===== config.mk =====
export PLATFORM = sky130hd
export DESIGN_NAME = onehot_monitor
export DESIGN_NICKNAME = d
export VERILOG_FILES = /design/src/rtl/onehot_monitor.sv
export SDC_FILE = /design/constraint.sdc
export NUM_CORES = 1
export LEC_CHECK = 0
export BUFFER_PORTS_ARGS = -buffer_cell sky130_fd_sc_hd__buf_2
export CAP_MARGIN = 20
export CORE_UTILIZATION = 50
export CTS_CLUSTER_DIAMETER = 30
export DETAILED_ROUTE_END_ITERATION = 8
export GPL_TIMING_DRIVEN = 0
export PLACE_DENSITY = 0.78
export SLEW_MARGIN = 25
export SYNTH_ARGS = -nofsm -noshare
export SYNTH_HDL_FRONTEND = slang
export SYNTH_SLANG_ARGS = --single-unit

===== constraint.sdc =====
create_clock -name clk -period 5.9 [get_ports clk]
set_input_delay 1.18 -clock clk [delete_from_list [all_inputs] [get_ports clk]]
set_output_delay 1.18 -clock clk [all_outputs]
set_load 0.02 [all_outputs]

===== src/rtl/onehot_monitor.sv =====
// Purpose: per-channel onehot/onehot0 checker with arming delay, saturating
//          error counters, sticky flags and a first-failure capture.
// Ports:   clk, rst (async active-low), en/mode per channel, sig packed
//          NCH*WIDTH, clr (sync clear); err_now/err_sticky/err_cnt per
//          channel, ff_valid/ff_ch/ff_val first-failure capture.
//          err_now has one cycle of latency; there is no backpressure.
module onehot_monitor #(
  parameter int WIDTH   = 32,
  parameter int NCH     = 4,
  parameter int CNT_W   = 16,
  parameter int ARM_CYC = 2,
  localparam int CH_W   = (NCH > 1) ? $clog2(NCH) : 1
) (
  input  logic                   clk,
  input  logic                   rst,
  input  logic [NCH-1:0]         en,
  input  logic [NCH-1:0]         mode,
  input  logic [NCH*WIDTH-1:0]   sig,
  input  logic                   clr,
  output logic [NCH-1:0]         err_now,
  output logic [NCH-1:0]         err_sticky,
  output logic [NCH*CNT_W-1:0]   err_cnt,
  output logic                   ff_valid,
  output logic [CH_W-1:0]        ff_ch,
  output logic [WIDTH-1:0]       ff_val
);

  typedef enum logic [1:0] {IDLE, ARMING, CHECK} state_t;

  localparam int AW = (ARM_CYC > 1) ? $clog2(ARM_CYC) : 1;
  // Counter value on the final arming cycle; unused when ARM_CYC is 0.
  localparam logic [AW-1:0] ARM_LAST = AW'((ARM_CYC > 0) ? ARM_CYC - 1 : 0);

  state_t           state_q [NCH];
  state_t           state_d [NCH];
  logic [AW-1:0]    arm_q   [NCH];
  logic [AW-1:0]    arm_d   [NCH];
  logic [CNT_W-1:0] cnt_q   [NCH];
  logic [NCH-1:0]   viol;

  // Next-state logic for all channel FSMs; en low always wins.
  always_comb begin
    for (int i = 0; i < NCH; i++) begin
      state_d[i] = state_q[i];
      arm_d[i]   = arm_q[i];
      if (!en[i]) begin
        state_d[i] = IDLE;
        arm_d[i]   = '0;
      end else begin
        case (state_q[i])
          IDLE: begin
            arm_d[i]   = '0;
            state_d[i] = (ARM_CYC == 0) ? CHECK : ARMING;
          end
          ARMING: begin
            if (arm_q[i] == ARM_LAST) begin
              state_d[i] = CHECK;
              arm_d[i]   = '0;
            end else begin
              arm_d[i] = arm_q[i] + 1'b1;
            end
          end
          CHECK:   state_d[i] = CHECK;
          default: state_d[i] = IDLE;
        endcase
      end
    end
  end

  always_ff @(posedge clk or negedge rst) begin
    if (!rst) begin
      for (int i = 0; i < NCH; i++) begin
        state_q[i] <= IDLE;
        arm_q[i]   <= '0;
      end
    end else begin
      for (int i = 0; i < NCH; i++) begin
        state_q[i] <= state_d[i];
        arm_q[i]   <= arm_d[i];
      end
    end
  end

  // s & (s-1) is nonzero exactly when two or more bits are set, so no
  // full popcount is needed for either rule.
  for (genvar g = 0; g < NCH; g++) begin : g_viol
    logic [WIDTH-1:0] s;
    logic             multi;
    logic             zero;
    assign s       = sig[g*WIDTH +: WIDTH];
    assign multi   = |(s & (s - WIDTH'(1)));
    assign zero    = ~|s;
    assign viol[g] = (state_q[g] == CHECK) && (multi || (!mode[g] && zero));
    assign err_cnt[g*CNT_W +: CNT_W] = cnt_q[g];
  end

  // Lowest violating channel: scan downward so the smallest index is last.
  logic [CH_W-1:0]  sel_ch;
  logic [WIDTH-1:0] sel_val;
  always_comb begin
    sel_ch  = '0;
    sel_val = '0;
    for (int i = NCH - 1; i >= 0; i--) begin
      if (viol[i]) begin
        sel_ch  = CH_W'(i);
        sel_val = sig[i*WIDTH +: WIDTH];
      end
    end
  end

  always_ff @(posedge clk or negedge rst) begin
    if (!rst) begin
      err_now    <= '0;
      err_sticky <= '0;
      ff_valid   <= 1'b0;
      ff_ch      <= '0;
      ff_val     <= '0;
      for (int i = 0; i < NCH; i++) cnt_q[i] <= '0;
    end else if (clr) begin
      // clr discards any violation seen on this same edge.
      err_now    <= '0;
      err_sticky <= '0;
      ff_valid   <= 1'b0;
      ff_ch      <= '0;
      ff_val     <= '0;
      for (int i = 0; i < NCH; i++) cnt_q[i] <= '0;
    end else begin
      err_now    <= viol;
      err_sticky <= err_sticky | viol;
      for (int i = 0; i < NCH; i++) begin
        if (viol[i] && (cnt_q[i] != {CNT_W{1'b1}})) cnt_q[i] <= cnt_q[i] + 1'b1;
      end
      if (!ff_valid && (|viol)) begin
        ff_valid <= 1'b1;
        ff_ch    <= sel_ch;
        ff_val   <= sel_val;
      end
    end
  end

endmodule

==> results of run 1 <==
placed cells by master (no fill, tap or decap), types with 27 or more instances in the layout:
cell type	count
a32o_1	32
xor2_1	27
dfrtp_1	119
a21oi_1	28
nand3_1	28
buf_2	246
o221a_2	32
nand2_1	37
nor2_1	95
clkbuf_1	42
a221o_1	34
cells by family after synthesis:
kind of cell             Yosys count  share of synthesized area
AO/OA/AOI/OAI                    249                      0.261
XOR/XNOR                          41                     0.0440
adder cells (fa/ha/maj)           23                     0.0337
buffers and inverters             76                     0.0394
flip-flops                       119                      0.365
multiplexers                      16                     0.0205
AND/OR/NAND/NOR                  355                      0.236
final cells by class:
cell class,instances,area (um2)
fill,1409,5620
multi-input combinational,684,4870
sequential,119,2980
timing repair buffer,243,1250
clock buffer,17,425
tap,216,270
buffer,52,231
clock inverter,14,151
inverter,24,90.1
antenna,2,5.00
per-layer routing:
| metal | routed length, um | GRT usage | up-vias |
|---|---|---|---|
| met5 | 0 | 0 | - |
| met4 | 801 | 0.140 | 0 |
| met3 | 2380 | 0.0763 | 59 |
| met2 | 13000 | 0.527 | 403 |
| met1 | 10600 | 0.385 | 4111 |
| li1 | - | - | 3997 |
final timing paths:
check | from | end | cells after the start | slack [ns]
worst max-delay path | sig[96] | ff_val[14] | 12 | 1.19
worst max register to register | err_cnt[18] | err_cnt[24] | 10 | 2.77
worst min register to register | ff_val[9] | ff_val[9] | 1 | 0.48
max in group asynchronous | rst | arm_q[2] | 2 | 4.54
worst min-delay path | ff_val[9] | ff_val[9] | 1 | 0.48
min in group asynchronous | rst | err_cnt[62] | 1 | 0.63
registers in the layout, summed over array words and instances (netlist names):
name	count
ff_valid	1
err_now	4
ff_val	32
state_q	8
ff_ch	2
err_cnt	64
arm_q	4
err_sticky	4
power groups by stage:
stage | clock [W] | combinational (W) | sequential [W]
2_1_floorplan | 0 | 0.000718 | 0.00122
3_3_place_gp | 0 | 0.00136 | 0.00107
3_5_place_dp | 0 | 0.00138 | 0.00108
4_1_cts | 0.00103 | 0.00139 | 0.00106
5_1_grt | 0.00106 | 0.00149 | 0.00109
6_report | 0.00102 | 0.00140 | 0.00106
stage by stage:
| step | std cells | hold WS [ns] | instance area [um2] |
|---|---|---|---|
| after floorplan | 879 | 0.506 | 8160 |
| after global placement | 1337 | 0.468 | 9640 |
| after detailed placement | 1338 | 0.475 | 9680 |
| after CTS | 1369 | 0.488 | 10300 |
| after global routing | 1371 | 0.514 | 10300 |
| final | 1371 | 0.483 | 10300 |
==> flow_summary.toml, run 1 <==
[outcome]
status = "completed"

[synthesis]
syn-num-nets = 1036
synthCells = 879
avgSynthCellArea_um2 = 9.28
yosysTopAreaCellShare = 0.365
ys_ff_latch = 119
yosysWarnings = 0
synth-edff-count = 0
synth_cell_types = 72
ys_seq_area_frac = 0.365
synth.cell_area_mm2 = 0.00816
synth_most_common_cell = "dfrtp_1"
ys_top_cells_by_count = "dfrtp_1 (119), nor2_1 (95), clkbuf_1 (42)"
synthTopCellsByArea = "dfrtp_1 (36%), o221a_2 (4.4%), nor2_1 (4.4%)"
ys_async_sr_fraction = 1.00
synth_top_cell_by_area = "dfrtp_1"
synth-main-ff-cell = "dfrtp_1"

[clock_network]
clk_pin_slew_ns = 0.06
insertion_delay_ns = 0.42
numCtsBuffers = 17
clock_sinks = 119
post_cts_buffers = 0
ctsHtreeMaxLevel = 4
cts_tree = "built"
postCtsResizedCells = 0
holdBufCountCts = 0
clk_root_buffer_cell = "clkbuf_16"
clockBufferDepth = 2

[critical_path]
start_kind = "input pin"
arrival_ns = 5.01
path_class = "in2reg"
end_kind = "flip-flop"
crit_fanout = 10
cpPeakStageDelay_ns = 0.58
slowest_stage = "or4_4"
cp.required_ns = 6.19
critPathBufInv = 3
path_cells = "buf_2 > or4_4 > or4_4 > or2_4 > a2111oi_4 > nand4_1 > o41a_1 > nor2b_1 > clkbuf_1 > buf_2 > a221o_1 > a32o_1"
critPathTopFamily = "simple AND/OR/NAND/NOR gates"

[grt]
grt_pass1_vias = 7693
grt_pass1_wl_um = 40400
antenna_found_initial = 2
grtUsageTotal = 0.314
grt.overflow.total = 0
grt_max_degree = 92

[sta]
finalHoldViolCount = 0
fin_skew_ns = 0.00983
setup_ws_ns = 1.19
slew_viol_final = 0
fin_setup_tns_ns = 0
max_slew.worst_pin.slew_ns = 0.675
final-setup-viol-count = 0
post-route-period-util = 0.799
max_freq_mhz = 212
grt_setup_unrepaired = "no"
max_slew_margin = 0.548
min_period_ns = 4.71

[route]
ant_nets = 0
vias = 8570
drt-total-wl_um = 26800
drtPass1Iterations = 5
drtIter0Drc = 693
route.detailed.wl_per_inst_um = 19.6
via_per_inst = 6.25
drc = 0

[floorplanning]
core_area_mm2 = 0.0159
dieWidth_um = 130
fp-row-count = 46
dieArea_mm2 = 0.0168
die_height_um = 130
start_util = 0.514
io_pins = 246

[pwr]
p_per_area_mw_per_mm2 = 338
clkPwrFrac = 0.292
power_w = 0.00348
p_leak_nw = 4.70
intPower_w = 0.00212
comb_power_share = 0.402
p_switching_w = 0.00135
sw_frac_of_total = 0.389
vdd_drop_max_mv = 0.238
power_frac_seq = 0.306

[placed_design]
hpwl_um = 20400
port_buffers = 242
gp_routability_congestion = 0.937
place_ws_ns = 0.798

[job]
cap_violations = 0

[worst_hold_path]
holdCritPathClass = "reg2reg"

[layout]
layout-drive-gt1-share = 0.297
utilization = 0.646
syn2layout_area_growth_pct = 25.8
final_nets = 1298
No activity file was read; power rests on OpenSTA's default activity.
==> inputs of run 2 (changes only) <==
--- a/config.mk
+++ b/config.mk
@@ -5,6 +5,7 @@
 export SDC_FILE = /design/constraint.sdc
 export NUM_CORES = 1
 export LEC_CHECK = 0
+export ABC_AREA = 1
 export BUFFER_PORTS_ARGS = -buffer_cell sky130_fd_sc_hd__buf_2
 export CAP_MARGIN = 20
 export CORE_UTILIZATION = 50
==> constraint.sdc (replaced) <==
create_clock -name clk -period 3.8 [get_ports clk]
set_input_delay 0.76 -clock clk [delete_from_list [all_inputs] [get_ports clk]]
set_output_delay 0.76 -clock clk [all_outputs]
set_load 0.02 [all_outputs]
==> run 2 against run 1 <==
Die area increased by 25%. Largest cell class unchanged. Critical path depth grew 4. Core utilization shrank 2.0 points. Non-clock buffer count fell by 1. Worst hold slack got worse by 0.24 ns. Global-route usage up 2.7 points. Critical endpoint is now ff_val[4]. Power increased by 84%. Worst setup slack worse by 0.35 ns. Register-to-register slack lost 1.3 ns. Clock-buffer cell count is 7 higher. Clock power rose by 48%. Via count increased by 44%.
==> flow_summary.toml, run 2 <==
[outcome]
status = "completed"

[critical_path]
start_kind = "input pin"
reg2reg_from = "err_cnt[32]"
cp_common_cell = "nand2_1"
critPathBufInv = 3
arrival_ns = 3.31
end_kind = "flip-flop"
path_cells = "buf_2 > nor2_2 > nand2_1 > nor3_1 > nand2_1 > o21ai_0 > nand3_1 > nor2_1 > nand2_1 > nand2_1 > buf_4 > buf_6 > nand3_1 > a21oi_1 > nand2_1 > nand2_1"
slowest_stage = "nor3_1"
worstRegToRegCells = 10
worstReg2RegEnd = "err_cnt[43]"
path_class = "in2reg"
cp.required_ns = 4.14
cpPeakStageDelay_ns = 0.39
critPathTopFamily = "simple AND/OR/NAND/NOR gates"
crit_fanout = 10
rrSetupSlack_ns = 1.47

[route]
drtPass1Iterations = 5
via_per_inst = 5.44
route.detailed.wl_per_inst_um = 15.9
vias = 12300
drc = 0
ant_nets = 0
drtIter0Drc = 962
drt-total-wl_um = 36000

[job]
cap_violations = 0

[placed_design]
dpl_cell_area_mm2 = 0.0118
port_buffers = 244
hpwl_um = 29100
gp_routability_congestion = 1.01
place_ws_ns = 0.521

[synthesis]
synthCells = 1720
synthXorXnorAreaFrac = 0.0283
avgSynthCellArea_um2 = 5.94
synthTopCellsByArea = "dfrtp_1 (29%), nand2_1 (18%), nor2_1 (13%)"
synth.cell_area_mm2 = 0.0102
synth_top_family_by_area = "simple AND/OR/NAND/NOR gates"
ys_async_sr_fraction = 1.00
synth_compound_gate_area_share = 0.0905
ys_ff_latch = 119
synth-edff-count = 0
synth-main-ff-cell = "dfrtp_1"
syn-num-nets = 1877
ys_top_cells_by_count = "nand2_1 (482), nor2_1 (353), inv_1 (201)"
yosysWarnings = 0
synth_most_common_cell = "nand2_1"
post_synth_fa_ha_maj_area_fraction = 0.0220
synthMuxAreaShare = 0
yosys.area_share.simple = 0.466
ys_seq_area_frac = 0.291
synth_top_cell_by_area = "dfrtp_1"
yosysTopAreaCellShare = 0.291
synth_cell_types = 37

[sta]
post-route-period-util = 0.780
final-setup-viol-count = 0
slew_viol_final = 0
max_slew.worst_pin.slew_ns = 0.689
min_period_ns = 2.96
fin_skew_ns = 0.00840
max_slew_margin = 0.541
grt_setup_unrepaired = "no"
finalHoldViolCount = 0
fin_setup_tns_ns = 0
max_freq_mhz = 337
setup_ws_ns = 0.836

[layout]
final_area_mm2 = 0.0124
utilization = 0.627
layout_commonest_cell = "nand2_1"
layout_common_cells = "nand2_1 (482), nor2_1 (353), buf_2 (261)"
layout-drive-gt1-share = 0.168
largest_reg_flops = 64
final_nets = 2141
syn2layout_area_growth_pct = 20.9

[pwr]
power_frac_seq = 0.268
clkPwrFrac = 0.236
power_w = 0.00639
vdd_drop_max_mv = 0.411
p_leak_nw = 6.32
sw_frac_of_total = 0.459
p_switching_w = 0.00293
p_per_area_mw_per_mm2 = 517
comb_power_share = 0.496
intPower_w = 0.00346

[grt]
grt_pass1_vias = 11300
grt_max_degree = 75
grtUsageTotal = 0.342
antenna_found_initial = 1
grt.overflow.total = 0
grt_pass1_wl_um = 57500

[clock_network]
insertion_delay_ns = 0.41
numCtsBuffers = 17
post_cts_buffers = 0
clk_pin_slew_ns = 0.05
clk_root_buffer_cell = "clkbuf_16"
clock_sinks = 119
postCtsResizedCells = 0
cts_tree = "built"
clockBufferDepth = 2
holdBufCountCts = 0
ctsHtreeMaxLevel = 4

[floorplanning]
die_height_um = 145
dieWidth_um = 145
start_util = 0.518
core_area_mm2 = 0.0197
fp-row-count = 51
dieArea_mm2 = 0.0210
io_pins = 246

[worst_hold_path]
holdCritPathClass = "in2async"
run 2: logic make-up after synthesis:
group,after synthesis
adder cells (fa/ha/maj),18
AO/OA/AOI/OAI,164
XOR/XNOR,33
flip-flops,119
AND/OR/NAND/NOR,1131
buffers and inverters,255
run 2: worst max-delay path by stage:
stage	from	end	slack [ns]	cells after the start
2_1_floorplan	sig[0]	ff_val[23]	1.27	17
5_1_grt	sig[64]	ff_val[9]	0.63	16
3_5_place_dp	sig[64]	ff_val[21]	0.52	17
6_report	sig[64]	ff_val[4]	0.84	16
3_3_place_gp	rst	err_now[0]	0.48	1
4_1_cts	sig[64]	ff_val[4]	0.94	16
run 2: layer usage:
| metal | routed length [um] | track usage | part of all wire | up-vias |
|---|---|---|---|---|
| met5 | 0 | 0 | 0 | - |
| met1 | 15600 | 0.462 | 0.43 | 5649 |
| met2 | 16100 | 0.539 | 0.45 | 565 |
| met4 | 1270 | 0.131 | 0.035 | 0 |
| met3 | 2980 | 0.0626 | 0.083 | 88 |
| li1 | - | - | - | 5997 |
run 2: layout make-up:
cell class	instances	area [um2]
inverter	206	773
clock inverter	4	45.0
antenna	1	2.50
sequential	119	2980
clock buffer	24	502
fill	1971	7360
buffer	49	267
timing repair buffer	245	1260
tap	265	332
multi-input combinational	1346	6200
run 2: power groups by stage:
stage / clock network, W / registers [W] / logic, W
2_1_floorplan: 0 / 0.00193 / 0.00177
3_3_place_gp: 0 / 0.00172 / 0.00303
3_5_place_dp: 0 / 0.00172 / 0.00310
4_1_cts: 0.00151 / 0.00171 / 0.00311
5_1_grt: 0.00157 / 0.00174 / 0.00343
6_report: 0.00151 / 0.00171 / 0.00317
run 2: stage by stage:
stage          cells  hold WS [ns]
2_1_floorplan   1720         0.463
3_3_place_gp    2229         0.476
3_5_place_dp    2230         0.485
4_1_cts         2258         0.246
5_1_grt         2259         0.252
6_report        2259         0.239
